**src/rtl/mod16_pkg.sv**
```systemverilog
`default_nettype none
// ============================================================================
// Module      : mod16_pkg
// Description : Shared definitions for the mod-16 counter wrap monitor:
//               counter width, terminal count and the detector state encoding.
// Revision    : 1.0  initial release
// ============================================================================
package mod16_pkg;

   localparam int                 COUNT_W   = 4;
   localparam logic [COUNT_W-1:0] COUNT_MAX = 4'd15;

   typedef enum logic [0:0] {
      ST_INIT  = 1'b0,
      ST_TRACK = 1'b1
   } state_t;

endpackage
`default_nettype wire

```
**src/rtl/mod16_wrap_detect.sv**
```systemverilog
`default_nettype none
// ============================================================================
// Module      : mod16_wrap_detect
// Description : Tracks the previous counter sample and flags 15->0 wraps and,
//               when MOD16_WRAP_MONITOR_ERR_CHECK_EN is defined, sequence
//               errors. The first sample after reset only seeds the history.
// Ports       : clk        rising-edge clock
//               reset_n    asynchronous active-low reset
//               count_i    current counter value
//               wrap_hit_o 15->0 transition seen this cycle (combinational)
//               seq_hit_o  illegal step seen this cycle (ERR_CHECK_EN only)
// Config      : MOD16_WRAP_MONITOR_ERR_CHECK_EN enables the sequence check
// Revision    : 1.0  initial release
// ============================================================================
module mod16_wrap_detect
   import mod16_pkg::*;
(
   input  logic               clk,
   input  logic               reset_n,
   input  logic [COUNT_W-1:0] count_i,
`ifdef MOD16_WRAP_MONITOR_ERR_CHECK_EN
   output logic               seq_hit_o,
`endif
   output logic               wrap_hit_o
);

   state_t             state_q, state_d;
   logic [COUNT_W-1:0] prev_q, prev_d;

   always_ff @(posedge clk or negedge reset_n) begin
      if (!reset_n) begin
         state_q <= ST_INIT;
         prev_q  <= '0;
      end else begin
         state_q <= state_d;
         prev_q  <= prev_d;
      end
   end

   // INIT lasts exactly one sample: it captures history and moves on.
   always_comb begin
      state_d = ST_TRACK;
      prev_d  = count_i;
   end

   assign wrap_hit_o = (state_q == ST_TRACK) && (prev_q == COUNT_MAX) &&
                       (count_i == '0);

`ifdef MOD16_WRAP_MONITOR_ERR_CHECK_EN
   logic [COUNT_W-1:0] succ;
   assign succ = prev_q + COUNT_W'(1);
   // A jump to 0 is a counter resync, never an error.
   assign seq_hit_o = (state_q == ST_TRACK) && (count_i != succ) &&
                      (count_i != '0);
`endif

endmodule
`default_nettype wire

```
**src/rtl/mod16_wrap_monitor.sv**
```systemverilog
`default_nettype none
// ============================================================================
// Module      : mod16_wrap_monitor
// Description : Counts wraps of a free-running mod-16 counter and raises a
//               valid/ready event each time the wrap count reaches target,
//               acting as a programmable divide-by-N of counter wraps.
// Ports       : clk, reset_n      clock, asynchronous active-low reset
//               count_in          counter value sampled every clk
//               clear             synchronous clear of count, event, flags
//               target            match value (0 disables matching)
//               wrap_cnt          accumulator value
//               wrap_pulse        one-cycle pulse per wrap
//               evt_valid/ready   event handshake, evt_wraps payload
//               evt_overrun       sticky: match lost, event slot full
//               seq_err           sticky sequence error (0 unless enabled)
// Config      : MOD16_WRAP_MONITOR_ERR_CHECK_EN enables seq_err
// Revision    : 1.0  initial release
// ============================================================================
module mod16_wrap_monitor
   import mod16_pkg::*;
#(
   parameter int WRAP_W = 8
)(
   input  logic               clk,
   input  logic               reset_n,
   input  logic [COUNT_W-1:0] count_in,
   input  logic               clear,
   input  logic [WRAP_W-1:0]  target,
   output logic [WRAP_W-1:0]  wrap_cnt,
   output logic               wrap_pulse,
   output logic               evt_valid,
   input  logic               evt_ready,
   output logic [WRAP_W-1:0]  evt_wraps,
   output logic               evt_overrun,
   output logic               seq_err
);

   logic              wrap_hit;
   logic [WRAP_W-1:0] next_cnt;
   logic              match;

   logic [WRAP_W-1:0] wrap_cnt_q, wrap_cnt_d;
   logic              wrap_pulse_q, wrap_pulse_d;
   logic              evt_valid_q, evt_valid_d;
   logic [WRAP_W-1:0] evt_wraps_q, evt_wraps_d;
   logic              evt_overrun_q, evt_overrun_d;

`ifdef MOD16_WRAP_MONITOR_ERR_CHECK_EN
   logic seq_hit;
   logic seq_err_q, seq_err_d;
`endif

   mod16_wrap_detect u_detect (
      .clk        (clk),
      .reset_n    (reset_n),
      .count_i    (count_in),
`ifdef MOD16_WRAP_MONITOR_ERR_CHECK_EN
      .seq_hit_o  (seq_hit),
`endif
      .wrap_hit_o (wrap_hit)
   );

   assign next_cnt = wrap_cnt_q + WRAP_W'(1);
   assign match    = wrap_hit && (target != '0) && (next_cnt == target);

   always_comb begin
      wrap_cnt_d    = wrap_cnt_q;
      wrap_pulse_d  = 1'b0;
      evt_valid_d   = evt_valid_q;
      evt_wraps_d   = evt_wraps_q;
      evt_overrun_d = evt_overrun_q;
`ifdef MOD16_WRAP_MONITOR_ERR_CHECK_EN
      seq_err_d     = seq_err_q;
`endif
      if (clear) begin
         // Clear wins over everything; a wrap sampled now is dropped.
         wrap_cnt_d    = '0;
         evt_valid_d   = 1'b0;
         evt_overrun_d = 1'b0;
`ifdef MOD16_WRAP_MONITOR_ERR_CHECK_EN
         seq_err_d     = 1'b0;
`endif
      end else begin
         wrap_pulse_d = wrap_hit;
         if (wrap_hit) begin
            wrap_cnt_d = match ? '0 : next_cnt;
         end
         if (evt_valid_q && evt_ready) begin
            evt_valid_d = 1'b0;
         end
         // A load may reuse the slot being drained in the same cycle.
         if (match) begin
            if (!evt_valid_q || evt_ready) begin
               evt_valid_d = 1'b1;
               evt_wraps_d = target;
            end else begin
               evt_overrun_d = 1'b1;
            end
         end
`ifdef MOD16_WRAP_MONITOR_ERR_CHECK_EN
         seq_err_d = seq_err_q | seq_hit;
`endif
      end
   end

   always_ff @(posedge clk or negedge reset_n) begin
      if (!reset_n) begin
         wrap_cnt_q    <= '0;
         wrap_pulse_q  <= 1'b0;
         evt_valid_q   <= 1'b0;
         evt_wraps_q   <= '0;
         evt_overrun_q <= 1'b0;
`ifdef MOD16_WRAP_MONITOR_ERR_CHECK_EN
         seq_err_q     <= 1'b0;
`endif
      end else begin
         wrap_cnt_q    <= wrap_cnt_d;
         wrap_pulse_q  <= wrap_pulse_d;
         evt_valid_q   <= evt_valid_d;
         evt_wraps_q   <= evt_wraps_d;
         evt_overrun_q <= evt_overrun_d;
`ifdef MOD16_WRAP_MONITOR_ERR_CHECK_EN
         seq_err_q     <= seq_err_d;
`endif
      end
   end

   assign wrap_cnt    = wrap_cnt_q;
   assign wrap_pulse  = wrap_pulse_q;
   assign evt_valid   = evt_valid_q;
   assign evt_wraps   = evt_wraps_q;
   assign evt_overrun = evt_overrun_q;
`ifdef MOD16_WRAP_MONITOR_ERR_CHECK_EN
   assign seq_err     = seq_err_q;
`else
   assign seq_err     = 1'b0;
`endif

endmodule
`default_nettype wire

```
**config.mk**
```make
export PLATFORM = sky130hd
export DESIGN_NAME = mod16_wrap_monitor
export DESIGN_NICKNAME = d
export VERILOG_FILES = /design/src/rtl/mod16_pkg.sv /design/src/rtl/mod16_wrap_detect.sv /design/src/rtl/mod16_wrap_monitor.sv
export SDC_FILE = /design/constraint.sdc
export NUM_CORES = 1
export LEC_CHECK = 0
export ABC_AREA = 1
export CORE_ASPECT_RATIO = 1.4
export CORE_MARGIN = 3
export CORE_UTILIZATION = 27
export DETAILED_ROUTE_END_ITERATION = 8
export PLACE_DENSITY = 0.55
export SLEW_MARGIN = 10
export SYNTH_ARGS = -nofsm -noshare
export SYNTH_HDL_FRONTEND = slang
export SYNTH_SLANG_ARGS = --single-unit
export TNS_END_PERCENT = 1
```
**constraint.sdc**
```tcl
create_clock -name clk -period 2.3 [get_ports clk]
set_input_delay 0.46 -clock clk [delete_from_list [all_inputs] [get_ports clk]]
set_output_delay 0.46 -clock clk [all_outputs]
set_load 0.02 [all_outputs]
```
After elaboration in Yosys (flattened, before gate mapping). Index checks and enable logic that the tools add are counted.

Bitwise logic cells: 1. Eq/ne operators: 3. Add/subtract/negate cells: 1. Reduce and logical (&&, ||, !) cells: 13. Muxes and demuxes: 11.

Operators by type and width (number): 8-bit two-way mux (3); 8-bit by 1-bit adder with 8-bit output, second input constant (1); 8-bit == test (1); 1-bit two-way mux (8); 8-bit nonzero test (1); 1-bit logical AND (5); 4-bit == test, second input constant (1); 4-bit logical NOT (1); 2-bit nonzero test (2); 3-bit AND reduction (1); 2-bit inequality test, second input constant (1); 2-bit AND reduction (1); 1-bit logical NOT (1); 1-bit logical OR (1); 1-bit NOT (1).

Word-level logic and storage cells: 36. Output and inout bits: 20. Register bits after elaboration: 24. Input port bits: 16.

Depth between registers and ports, before layout. Gate-level depths: netlist (run 1).

Depth after elaboration: 8. Mapped depth: 13.

Hierarchy. Synthesis (run 1) repeated with hierarchy kept, for this count alone.

Cell total of the unflattened synthesis: 179. Area total of the unflattened synthesis: 1360.1 um2.

Modules (own cells, without submodules): mod16_wrap_monitor (cells each 165, instances 1, area each 1196.1 um2, seq. area each 475.5 um2); mod16_wrap_detect (cells each 14, instances 1, area each 163.9 um2, seq. area each 125.1 um2).

Worst setup path before layout (run 1). OpenSTA, ideal clock, no wires.

Path type: register to register. Start point: register wrap_cnt_q[1] (netlist: wrap_cnt[1]). End point: register evt_wraps_q[0] (netlist: evt_wraps[0]). Cell stages (with the launch flop): 13. Data arrival time: 1.697 ns. Path buffers: 0. Required time: 2.181 ns. Period minus slack after synthesis: 1.816 ns. Slack: 0.484 ns. Library setup time: 0.119 ns. Cells stage by stage: dfrtp_1 > ha_1 > nand2_1 > inv_2 > nor2_1 > nand2_1 > nand2_1 > nor2_2 > nand3_1 > nor2_2 > nand4_4 > nand2_1 > nand2_1.

Longest elaborated chain between the ends: 4.

RTL lines: from (decl) (RTL line mod16_wrap_monitor.sv:42) `logic [WRAP_W-1:0] wrap_cnt_q, wrap_cnt_d;`; from (signal assigned) (RTL line mod16_wrap_monitor.sv:117) `wrap_cnt_q <= wrap_cnt_d;`; 8-bit by 1-bit adder with 8-bit output (RTL line mod16_wrap_monitor.sv:63) `assign next_cnt = wrap_cnt_q + WRAP_W'(1);`; 8-bit == test (RTL line mod16_wrap_monitor.sv:64) `assign match = wrap_hit && (target != '0) && (next_cnt == target);`; 1-bit logical AND (RTL line mod16_wrap_monitor.sv:64); 3-bit AND reduction (no source line); to (signal assigned) (RTL line mod16_wrap_monitor.sv:120) `evt_wraps_q <= evt_wraps_d;`; to (decl) (RTL line mod16_wrap_monitor.sv:45) `logic [WRAP_W-1:0] evt_wraps_q, evt_wraps_d;`.

Every way passes these cells. A chain may end at the register's enable or synchronous reset.

Final worst setup path (run 1).
Start point: register wrap_cnt_q[0] (netlist: wrap_cnt[0]). End point: register wrap_cnt_q[6] (netlist: wrap_cnt[6]).

Longest elaborated chain between the ends: 6.

RTL lines: 8-bit by 1-bit adder with 8-bit output (*) (RTL line mod16_wrap_monitor.sv:63); 8-bit == test (RTL line mod16_wrap_monitor.sv:64); 1-bit logical AND (RTL line mod16_wrap_monitor.sv:64); 8-bit two-way mux (*) (RTL line mod16_wrap_monitor.sv:86) `wrap_cnt_d = match ? '0 : next_cnt;`; 8-bit two-way mux (*) (RTL line mod16_wrap_monitor.sv:85) `if (wrap_hit) begin`; 8-bit two-way mux (*) (RTL line mod16_wrap_monitor.sv:75) `if (clear) begin`.

Every way passes the cells marked *; elsewhere a longest branch is shown, timed or not. The select of a mux whose other input is x is not followed.

==> impl_metrics.csv, run 1 <==
group,metric,value,unit
worst_setup_path,critPathMaxFanout,9,
floorplan,core,5310,um2
cts,cts.clk_slew.worst_paths,90,ps
cts,cts-buffers-inserted,3,
sta,clock_skew,8.67,ps
worst_setup_path,worstPathArrival,2140,ps
cts,cts_tree,"built",
floorplan,start_util,28.7,%
routing,via_per_inst,4.34,
cts,htreeDepth,1,
yosys,syn-cell-area,1530,um2
global_routing,grt_use_met2,21.6,%
floorplan,die_h,94.9,um
pwr,vdd_drop_max,149,uV
place,gp_congestion,0.758,
cts,clkSinkCount,24,
yosys,synthCells,191,
yosys,synth_top_area_share,39.4,%
sta,setup_violations,0,
worst_setup_path,max_stage_delay,470,ps
routing,vias,1280,
worst_setup_path,cp_data_required_time,2460,ps
sta,whs,491,ps
sta,tightest_slew,595,ps
global_routing,groute.usage.overall,11.5,%
finish,fin_util,37.6,%
finish,antenna_cells,0,
sta,drv_slew,0,
routing,wl_per_cell,11.7,um
global_routing,grt_pass1_wl,6.02,mm
yosys,synth_cell_types,28,
worst_setup_path,crit_slowest_cell,"dfrtp_1",
cts,cts_buffer_depth,2,
finish,fin_area,2000,um2
yosys,synth_enable_flop_cells,0,
cts,postCtsSetupBuffers,0,
finish,drive_above_1_share,17.0,%
global_routing,grt.overflow.total,0,
pwr,p_per_area,404,nW/um2
floorplan,dieArea,6600,um2
place,hpwl,2.79,mm
worst_setup_path,cp_top_family,"simple AND/OR/NAND/NOR gates",
cts,hold_buffers,0,
status,outcome,"completed",
yosys,synthesis.nets,208,
routing,first_pass_iters,4,
global_routing,gr-max-usage-layer,"met2",
yosys,synth_seq_area_share,39.4,%
finish,area_growth,30.8,%
worst_setup_path,crit_chain,"ha_1 -> inv_1 -> nand2_1 -> nand2_1 -> nor2_1 -> nand2_1 -> nor2_1 -> nand3_1 -> nor2_4 -> nand3_4 -> nand3b_1 -> nand2_1",
sta,final_hold_viol_count,0,
worst_setup_path,crit_path_start_kind,"flip-flop",
yosys,synth_area_per_cell,7.99,um2
routing,ant_nets,0,
worst_setup_path,crit_top_cell,"nand2_1",
yosys,async_flop_share,100,%
global_routing,antenna_found_initial,0,
worst_setup_path,critPathBufInv,1,
global_routing,grt.met3_usage,1.49,%
cts,root_buffer,"clkbuf_8",
hold_path,hold_class,"flip-flop to flip-flop",
floorplan,die_w,69.5,um
cts,cts_repair_resize_count,0,
yosys,synthTopCellsByArea,"dfrtp_1 (39%), nand2_1 (16%), inv_1 (5.4%), nand3_1 (4.9%), nand4_1 (4.5%)",
cts,clkLatencyLatePin,270,ps
global_routing,grtUsageMet1,13.1,%
place,place_area,1940,um2
finish,nFillCells,552,
routing,wl,3.46,mm
floorplan,rows,31,
sta,min_period,1980,ps
sta,tns,0,ps
routing,drc,0,
global_routing,grt_max_degree,25,
worst_setup_path,critPathCaptureType,"flip-flop",
run,cap_viol_max_count,0,
yosys,synth-main-ff-cell,"dfrtp_1",
yosys,synth_area_leader_cell,"dfrtp_1",
pwr,p_leak,1.01,nW
routing,drt_iter0_drc,65,
sta,relSlewSlack,60.2,%
sta,rsz0062_at_grt,"no",
sta,fmax,504,MHz
yosys,ys_ff_latch,24,
finish,fin_nets,247,
worst_setup_path,path_class,"flip-flop to flip-flop",
global_routing,grt_pass1_vias,1264,
finish,ff_latch_area,601,um2
place,port-buffer-count,34,
finish,multi_input_area,793,um2
yosys,ys_warn_count,0,
sta,fin_crit_sh,86.2,%
floorplan,io_pins,36,
[area by class of cell]
type / count / share of cell area, %
Timing Repair Buffer: 38 / 18.6
Sequential cell: 24 / 30.1
Multi-Input combinational cell: 138 / 39.7
Inverter: 25 / 4.70
Clock buffer: 4 / 2.76
Tap cell: 66 / 4.14
[cells by family (layout without fill, tap and decap cells)]
kind of cell / Yosys count / in the layout / synth area share (%)
buffers and inverters: 29 / 67 / 8.61
and+or+nand+nor: 129 / 129 / 45.9
adders and majority gates: 1 / 1 / 0.820
other: 2 / 2 / 0.492
xor gates and xnor gates: 2 / 2 / 2.30
DFF: 24 / 24 / 39.4
AOI/OAI and AO/OA: 4 / 4 / 2.46
[placed cells by master (no fill, tap or decap)]
cell type	count
a21oi_1	1
a21oi_2	1
buf_4	4
clkbuf_8	4
clkdlybuf4s50_1	34
conb_1	2
dfrtp_1	24
ha_1	1
inv_1	22
inv_2	3
nand2_1	65
nand2_2	6
nand2_4	1
nand3_1	15
nand3_2	5
nand3_4	1
nand3b_1	2
nand4_1	11
nand4_2	1
nand4_4	1
nor2_1	10
nor2_2	5
nor2_4	3
nor2_8	2
nor3_1	1
o21ai_1	1
o21bai_4	1
xnor2_1	1
xnor3_4	1
[sequential cells by signal, summed over array words and instances, names as in the netlist]
register and flops:
wrap_pulse 1, evt_overrun 1, evt_valid 1, evt_wraps 8, u_detect.prev_q 4, u_detect.state_q 1
wrap_cnt 8
[synthesized netlist by cell type, types with 3 or more instances]
master   instances
dfrtp_1         24
nor2_4           3
inv_2            3
nand3_1         15
nor2_2           5
inv_1           22
nor2_1          10
nand3_2          5
nand4_1         11
nand2_2          6
nand2_1         65
[tightest hold or removal path, stage by stage (launching register included)]
cell and delay [ps]:
dfrtp_1 360, nand2_1 50, nand2_1 50
[path summary, 6_finish.rpt]
path / start / to / slack [ps] / depth (start not counted)
min in group asynchronous: reset_n / wrap_cnt[0] / 540 / 2
setup / recovery: wrap_cnt[0] / wrap_cnt[6] / 320 / 12
hold / removal: evt_wraps[4] / evt_wraps[4] / 490 / 2
setup reg to reg: wrap_cnt[0] / wrap_cnt[6] / 320 / 12
hold reg to reg: evt_wraps[4] / evt_wraps[4] / 490 / 2
max in group asynchronous: reset_n / evt_overrun / 1510 / 2
[routing by layer]
metal	wire length (um)	share of wire [%]	vias to the layer above
li1	-	-	681
met1	1470	43	569
met2	1830	53	25
met3	85	2.5	5
met4	64	1.9	0
met5	0	0	-
[where the power goes]
| group | switching (mW) | total (mW) | internal [mW] | leakage [nW] |
|---|---|---|---|---|
| clock network | 0.138 | 0.290 | 0.153 | 0.0288 |
| registers | 0.00117 | 0.427 | 0.426 | 0.324 |
| logic | 0.0481 | 0.0878 | 0.0397 | 0.659 |
[through the flow]
step	total power, mW	std cells	setup WS [ps]
2_1_floorplan	0.476	191	484
3_3_place_gp	0.525	291	142
3_5_place_dp	0.526	291	132
4_1_cts	0.821	295	288
5_1_grt	0.855	295	130
6_report	0.805	295	316
No activity file was read; power rests on OpenSTA's default activity.
==> inputs of run 2 (changes only) <==
--- a/config.mk
+++ b/config.mk
@@ -7,7 +7,6 @@
 export LEC_CHECK = 0
 export ABC_AREA = 1
 export CORE_ASPECT_RATIO = 1.4
-export CORE_MARGIN = 3
 export CORE_UTILIZATION = 27
 export DETAILED_ROUTE_END_ITERATION = 8
 export PLACE_DENSITY = 0.55
==> run 2 against run 1 <==
  * The flow now finishes with violations (design-rule violations)
  * Largest power group unchanged
  * Power hardly changed
  * Critical endpoint unchanged
  * Die area is 9.7% lower
  * Clock power hardly changed
==> impl_metrics.csv, run 2 (synthesis results as in run 1) <==
group,metric,value,unit
worst_setup_path,crit_top_cell,"nand2_1",
floorplan,dieArea,5960,um2
worst_setup_path,max_stage_delay,470,ps
global_routing,antenna_found_initial,0,
pwr,pwr-share-comb,11.3,%
worst_setup_path,cp.depth,10,
routing,drt_iter0_drc,38,
pwr,p_leak,1.02,nW
sta,tns,0,ps
sta,rsz0062_at_grt,"no",
pwr,p_seq_share,53.0,%
finish,area_growth,32.0,%
cts,cts_buffer_depth,2,
routing,via_per_inst,4.48,
status,violations,"design-rule violations",
floorplan,die_h,90.9,um
cts,cts-buffers-inserted,3,
sta,tightest_slew,575,ps
pwr,p_switching,0.186,mW
pwr,pwr-share-clk,35.6,%
routing,first_pass_iters,6,
hold_path,hp-start,"evt_wraps[4]",
worst_setup_path,cp_data_required_time,2470,ps
worst_setup_path,r2r_slack,270,ps
global_routing,grt_pass1_wl,5.95,mm
sta,fmax,492,MHz
floorplan,io_pins,36,
cts,cts.clk_slew.worst_paths,80,ps
finish,drive_above_1_share,17.7,%
worst_setup_path,reg2reg_depth,10,
finish,fin_nets,249,
global_routing,grt_pass1_vias,1222,
worst_setup_path,worstPathArrival,2200,ps
floorplan,core,5490,um2
routing,wl,3.66,mm
place,hpwl,2.94,mm
cts,cts_tree,"built",
run,cap_viol_max_count,0,
sta,setup_violations,0,
pwr,p_int,0.620,mW
cts,htreeDepth,1,
routing,ant_nets,0,
finish,nFillCells,563,
worst_setup_path,crit_path_start_kind,"flip-flop",
sta,min_period,2030,ps
finish,fin_area,2010,um2
pwr,p_per_area,400,nW/um2
cts,clkSinkCount,24,
sta,fin_ws,265,ps
sta,final_hold_viol_count,0,
global_routing,grt_max_degree,25,
routing,drc,1,
floorplan,start_util,27.8,%
global_routing,grt.overflow.total,0,
worst_setup_path,critPathBufInv,0,
place,place_area,1960,um2
place,dp_slack,159,ps
finish,antenna_cells,0,
status,outcome,"finished with violations",
worst_setup_path,crit_slowest_cell,"dfrtp_1",
worst_setup_path,r2r_end,"wrap_cnt[6]",
hold_path,hold_class,"flip-flop to flip-flop",
global_routing,groute.usage.overall,13.3,%
place,gp_congestion,0.855,
sta,relSlewSlack,61.5,%
finish,multi_input_area,793,um2
finish,ff_latch_area,601,um2
worst_setup_path,path_class,"flip-flop to flip-flop",
floorplan,rows,32,
cts,root_buffer,"clkbuf_8",
worst_setup_path,crit_path_start,"wrap_cnt[1]",
worst_setup_path,crit_chain,"ha_1 -> nand3_2 -> o21bai_4 -> nand2_1 -> nand2_1 -> nand3_1 -> nor2_4 -> nand3_4 -> nand3b_1 -> nand2_1",
worst_setup_path,worstSetupEndpoint,"wrap_cnt[6]",
sta,whs,484,ps
cts,hold_buffers,0,
sta,drv_slew,0,
worst_setup_path,critPathMaxFanout,9,
cts,postCtsSetupBuffers,0,
routing,vias,1340,
finish,layout_commonest_cell,"nand2_1",
worst_setup_path,cp_top_family,"simple AND/OR/NAND/NOR gates",
place,port-buffer-count,34,
pwr,swShare,23.0,%
cts,clkLatencyLatePin,270,ps
worst_setup_path,r2r_start,"wrap_cnt[1]",
finish,final_cell_mix,"nand2_1 (65), clkdlybuf4s50_1 (34), dfrtp_1 (24)",
pwr,vdd_drop_max,141,uV
sta,clock_skew,4.56,ps
sta,fin_crit_sh,88.5,%
worst_setup_path,critPathCaptureType,"flip-flop",
cts,cts_repair_resize_count,0,
routing,wl_per_cell,12.2,um
floorplan,die_w,65.5,um
==> run 2: cell types whose count changed in the layout (fill, tap and decap cells not counted) <==
cell   previous run  this run
buf_4             4         6
==> run 2: layer usage <==
layer	GRT usage, %	share of wire, %
met2	22.0	52
met5	0	0
met4	7.07	1.9
met3	1.26	2.5
met1	16.6	43
==> run 2: area by class of cell <==
cell class,count,area share [%]
inverter,25,4.66
clock buffer,4,2.73
sequential,24,29.8
tap,68,4.23
multi-input combinational,138,39.4
timing repair buffer,40,19.1
==> run 2: worst reg2reg max path, cell delays in order, from the launching register on <==
cell	delay, ps
dfrtp_1	470
ha_1	320
nand3_2	160
o21bai_4	190
nand2_1	110
nand2_1	110
nand3_1	130
nor2_4	140
nand3_4	140
nand3b_1	130
nand2_1	50
==> run 2: worst min-delay path by stage <==
stage | to | cells after the start
floorplan | evt_overrun | 0
detailed placement | evt_wraps[4] | 2
CTS | evt_wraps[4] | 2
global route | evt_wraps[4] | 2
finish | evt_wraps[4] | 2
global placement | evt_wraps[3] | 2
==> run 2: through the flow <==
step           instances  power, mW  util, %
6_report             299      0.805     36.7
5_1_grt              299      0.836     36.7
4_1_cts              299      0.818     36.7
3_5_place_dp         295      0.528     35.7
3_3_place_gp         295      0.528     35.7
2_1_floorplan        191      0.476        -
==> run 2: power groups by stage <==
stage,clock (mW),combinational [mW],sequential [mW]
final,0.287,0.0912,0.427
after global routing,0.307,0.101,0.428
after CTS,0.298,0.0924,0.427
after detailed placement,0,0.0922,0.435
after global placement,0,0.0922,0.436
after floorplan,0,0.0403,0.436
